**config.mk**
```make
export PLATFORM = sky130hd
export DESIGN_NAME = des_cbc_feeder
export DESIGN_NICKNAME = d
export VERILOG_FILES = /design/src/rtl/des_cbc_feeder.sv
export SDC_FILE = /design/constraint.sdc
export NUM_CORES = 1
export LEC_CHECK = 0
export ABC_CLOCK_PERIOD_IN_PS = 3300
export CAP_MARGIN = 20
export CORE_MARGIN = 1.5
export CORE_UTILIZATION = 35
export CTS_CLUSTER_DIAMETER = 120
export DETAILED_ROUTE_END_ITERATION = 6
export PLACE_DENSITY = 0.62
export SETUP_SLACK_MARGIN = 0.1
export SLEW_MARGIN = 0
export SYNTH_ARGS = -nofsm -noshare
export SYNTH_HDL_FRONTEND = slang
export SYNTH_SLANG_ARGS = --single-unit
export TNS_END_PERCENT = 20
```
**constraint.sdc**
```tcl
create_clock -name clk -period 3.3 [get_ports clk]
set_input_delay 0.495 -clock clk [delete_from_list [all_inputs] [get_ports clk]]
set_output_delay 0.495 -clock clk [all_outputs]
set_load 0.02 [all_outputs]
```
**src/rtl/des_cbc_feeder.sv**
```systemverilog
// CBC front-end for a combinational DES encrypt core: takes plaintext blocks,
// holds the core inputs for WAIT_CYC clocks, returns ciphertext and chains it as the next IV.
module des_cbc_feeder #(
  parameter int WAIT_CYC = 1,   // legal 1..15
  parameter int CNT_W    = 18
) (
  input  logic             clk,
  input  logic             rst_n,
  input  logic             start,
  input  logic [63:0]      key_in,
  input  logic [63:0]      iv_init,
  input  logic             in_valid,
  output logic             in_ready,
  input  logic [63:0]      in_block,
  input  logic             in_last,
  output logic [63:0]      core_msg,
  output logic [63:0]      core_key,
  output logic [63:0]      core_iv,
  input  logic [63:0]      core_ct,
  output logic             out_valid,
  input  logic             out_ready,
  output logic [63:0]      out_block,
  output logic             out_last,
  output logic             busy,
  output logic             done,
  output logic [CNT_W-1:0] blk_count
);

  typedef enum logic [1:0] {S_IDLE, S_ACCEPT, S_RUN, S_OUT} state_t;

  localparam logic [3:0] WAIT_LOAD = 4'(WAIT_CYC - 1);

  state_t           state_q, state_d;
  logic [63:0]      key_q, key_d;
  logic [63:0]      iv_q, iv_d;
  logic [63:0]      msg_q, msg_d;
  logic [63:0]      ckey_q, ckey_d;
  logic [63:0]      civ_q, civ_d;
  logic [63:0]      oblk_q, oblk_d;
  logic             last_q, last_d;
  logic             olast_q, olast_d;
  logic             done_q, done_d;
  logic [3:0]       wcnt_q, wcnt_d;
  logic [CNT_W-1:0] cnt_q, cnt_d;

  logic start_fire, in_fire, run_end, out_fire;

  // State register
  always_ff @(posedge clk) begin
    if (!rst_n) state_q <= S_IDLE;
    else        state_q <= state_d;
  end

  // Next-state logic
  always_comb begin
    state_d = state_q;
    case (state_q)
      S_IDLE:   if (start)          state_d = S_ACCEPT;
      S_ACCEPT: if (in_valid)       state_d = S_RUN;
      S_RUN:    if (wcnt_q == 4'd0) state_d = S_OUT;
      S_OUT:    if (out_ready)      state_d = last_q ? S_IDLE : S_ACCEPT;
      default:                      state_d = S_IDLE;
    endcase
  end

  // State-decoded outputs
  always_comb begin
    in_ready  = (state_q == S_ACCEPT);
    out_valid = (state_q == S_OUT);
    busy      = (state_q != S_IDLE);
  end

  assign start_fire = (state_q == S_IDLE) && start;
  assign in_fire    = in_ready && in_valid;
  assign run_end    = (state_q == S_RUN) && (wcnt_q == 4'd0);
  assign out_fire   = out_valid && out_ready;

  // Core inputs are snapshotted on accept so they stay frozen through RUN and
  // beyond, even though iv_q moves to the new ciphertext at the end of RUN.
  always_comb begin
    key_d   = key_q;
    iv_d    = iv_q;
    msg_d   = msg_q;
    ckey_d  = ckey_q;
    civ_d   = civ_q;
    oblk_d  = oblk_q;
    last_d  = last_q;
    olast_d = olast_q;
    wcnt_d  = wcnt_q;
    cnt_d   = cnt_q;
    done_d  = 1'b0;

    if (start_fire) begin
      key_d = key_in;
      iv_d  = iv_init;
      cnt_d = '0;
    end

    if (in_fire) begin
      msg_d  = in_block;
      ckey_d = key_q;
      civ_d  = iv_q;
      last_d = in_last;
      wcnt_d = WAIT_LOAD;
    end

    if (state_q == S_RUN) begin
      if (run_end) begin
        oblk_d  = core_ct;
        iv_d    = core_ct;
        olast_d = last_q;
        cnt_d   = cnt_q + CNT_W'(1);
      end else begin
        wcnt_d = wcnt_q - 4'd1;
      end
    end

    if (out_fire && last_q) done_d = 1'b1;
  end

  always_ff @(posedge clk) begin
    if (!rst_n) begin
      key_q   <= '0;
      iv_q    <= '0;
      msg_q   <= '0;
      ckey_q  <= '0;
      civ_q   <= '0;
      oblk_q  <= '0;
      last_q  <= 1'b0;
      olast_q <= 1'b0;
      done_q  <= 1'b0;
      wcnt_q  <= '0;
      cnt_q   <= '0;
    end else begin
      key_q   <= key_d;
      iv_q    <= iv_d;
      msg_q   <= msg_d;
      ckey_q  <= ckey_d;
      civ_q   <= civ_d;
      oblk_q  <= oblk_d;
      last_q  <= last_d;
      olast_q <= olast_d;
      done_q  <= done_d;
      wcnt_q  <= wcnt_d;
      cnt_q   <= cnt_d;
    end
  end

  assign core_msg  = msg_q;
  assign core_key  = ckey_q;
  assign core_iv   = civ_q;
  assign out_block = oblk_q;
  assign out_last  = olast_q;
  assign done      = done_q;
  assign blk_count = cnt_q;

endmodule

```
==> results.toml <==
[status]
status = "finished, final reports clean"

[timing]
worst_pin_slew_ns = 0.694
period_share_pct = 78.1
drv_slew = 0
setup_slack_ns = 0.722
max_freq_mhz = 388
whs_ns = 0.443
finalSetupViolCount = 0
fin_skew_ns = 0.0309
setup_tns_ns = 0
final.min_clock_period_ns = 2.58
slew_headroom_pct = 53.7
rsz0062_at_grt = "false"
hold_viol = 0

[power]
comb_power_share_pct = 27.0
p_total_mw = 15.6
ir_drop_mv = 0.428
cellPowerDensity_nw_per_um2 = 701
power_switching_share_pct = 32.2
intPower_mw = 10.6
p_leak_nw = 7.71
clock_power_share_pct = 33.5
seqPwrFrac_pct = 39.4
switching_power_mw = 5.04

[job]
maxCapViolCount = 0

[grt]
gr-total-overflow = 0
grt_pass1_wl_mm = 78.2
track_usage_pct = 22.4
antenna_found_initial = 4
grt_max_degree = 127
grt_pass1_vias = 13600

[drt]
routed_wl_mm = 50.9
drc = 0
drt_iter0_markers = 931
drtAntennaViolNets = 0
wire_per_inst_um = 17.3
routed_via_density = 4.92
dr.pass1.iters = 5
via_count = 14500

[yosys]
synth-simple-area-share_pct = 23.7
syn-num-nets = 2178
avgSynthCellArea_sq_um = 7.81
yosysTopAreaCell = "dfxtp_1"
synth_cells = 1908
ys_seq_elements = 411
synth_top_family_by_area = "simple AND/OR/NAND/NOR gates"
synth_xor_xnor_area_share_pct = 0.470
synth-compound-area-share_pct = 15.9
yosys_most_used_dff = "dfxtp_1"
synth_top_area_share_pct = 55.2
synth_edf_count = 0
synth_mux_area_share_pct = 0.0671
yosysSeqAreaShare_pct = 55.2
synth_fa_ha_area_share_pct = 0.671
ys_async_sr_fraction_pct = 0
synth.distinct_cells = 38
yosys_warnings = 0
syn-cell-area_sq_um = 14900
synth_area_leaders = "dfxtp_1, nand2_1, a21oi_1"

[cells_and_area]
multi_input_area_sq_um = 6110
regArea_sq_um = 8230
area_delta_synth_final_pct = 49.8
fillers = 3971
drive_above_1_share_pct = 4.13
fin_util_pct = 53.2
fin_nets = 2637
mostFrequentLayoutCells = "nand2_1, clkdlybuf4s50_1, dfxtp_1"
fin_area_sq_um = 22300
layout_commonest_cell = "nand2_1"
layoutNonFillerInstCount = 2940

[worst_hold_path]
min_path_type = "flip-flop to flip-flop"

[worst_setup_path]
cpMaxStageDelayCell = "clkdlybuf4s50_1"
cp_common_cell = "inv_1"
crit_path_end_kind = "primary output"
required_ns = 2.80
critical_path_class = "flip-flop to primary output"
cp.arrival_ns = 2.08
crit_chain = "inv_1 > ha_1 > inv_1 > clkdlybuf4s50_1"
slowest_delay_ns = 0.67
cp_num_buf_inv = 3
path_delay_family = "buffers and inverters"
cp_max_fo = 5
start_kind = "flip-flop"

[cts]
clkSlewWorstSetupHoldPaths_ns = 0.06
cts_resized = 0
cts_tree = "built"
root_buffer = "clkbuf_16"
clockBufferDepth = 3
post_cts_buffers = 0
clock-sinks = 411
clk_latency_ns = 0.58
cts_made_buffers = 47
cts_max_level = 2
postCtsHoldBufs = 0

[placed_design]
hpwl_mm = 33.9
post_dp_cell_area_sq_um = 20700
place.gp.congestion = 0.815
place_inst = 2856
numPortBuffers = 540
place_ws_ns = 0.767

[die]
chipWidth_um = 209
core_sq_um = 41900
pin_count = 541
start_util_pct = 35.5
row_count = 75
die_y_um = 209
dieArea_sq_um = 43800
-- final cells by class --
cell class / instances / share of cell area (%)
flip-flops and latches: 411 / 36.8
repair buffers: 559 / 25.5
diodes: 3 / 0.0336
well taps: 539 / 3.02
multi-input cells: 1338 / 27.4
clock buffers: 70 / 6.33
clock inverters: 10 / 0.661
inverters: 10 / 0.202
-- path summary, 6_finish.rpt --
path	startpoint	to	slack (ns)	depth (start not counted)
setup / recovery	state_q[0]	busy	0.72	4
hold / removal	iv_q[16]	core_iv[16]	0.44	2
setup reg to reg	state_q[0]	blk_count[13]	0.77	6
hold reg to reg	iv_q[16]	core_iv[16]	0.44	2
-- worst min-delay path: stages (launching register included) --
cell and delay [ns]:
dfxtp_1 0.31, nand2_1 0.05, a21oi_1 0.05
-- registers in the layout, indices dropped and copies added (netlist names) --
signal	cells
state_q	2
wcnt_q	4
out_last	1
core_iv	64
core_msg	64
iv_q	64
out_block	64
last_q	1
key_q	64
done	1
blk_count	18
core_key	64
-- routing by layer --
metal  GRT usage [%]  up-vias  wire length [um]
met2            36.5      446             23900
li1                -     7189                 -
met1            27.4     6730             21200
met3            7.08       90              4140
met4            9.15        2              1680
met5               0        -                13
-- synthesized netlist by cell type (4+ instances only) --
library cell and instances:
dfxtp_1 411, nand4_1 6, inv_1 9, nor4_1 4
nor2_1 78, a311oi_1 64, or4_1 5, a21oi_1 334
nor3_1 5, xnor2_1 5, buf_1 18, nand2_1 787
clkbuf_1 129, o21ai_0 5, ha_1 8, nand3_1 4
o211ai_1 5
-- power by group through the flow --
stage | registers [mW] | clock network [mW] | logic [mW]
after floorplan | 6.62 | 0 | 2.00
after global placement | 6.24 | 0 | 4.19
after detailed placement | 6.27 | 0 | 4.23
after CTS | 6.17 | 5.39 | 4.25
after global routing | 6.27 | 5.59 | 4.63
final | 6.17 | 5.25 | 4.23
-- cells by family (layout without fill, tap and decap cells) --
kind of cell               Yosys count  after routing
and+or+nand+nor                    905            905
AOI/OAI and AO/OA                  416            416
DFF                                411            411
buffers and inverters              159            649
adders and majority gates            8              8
xor gates and xnor gates             8              8
muxes                                1              1
other                                0              3
No activity file was read; power rests on OpenSTA's default activity.
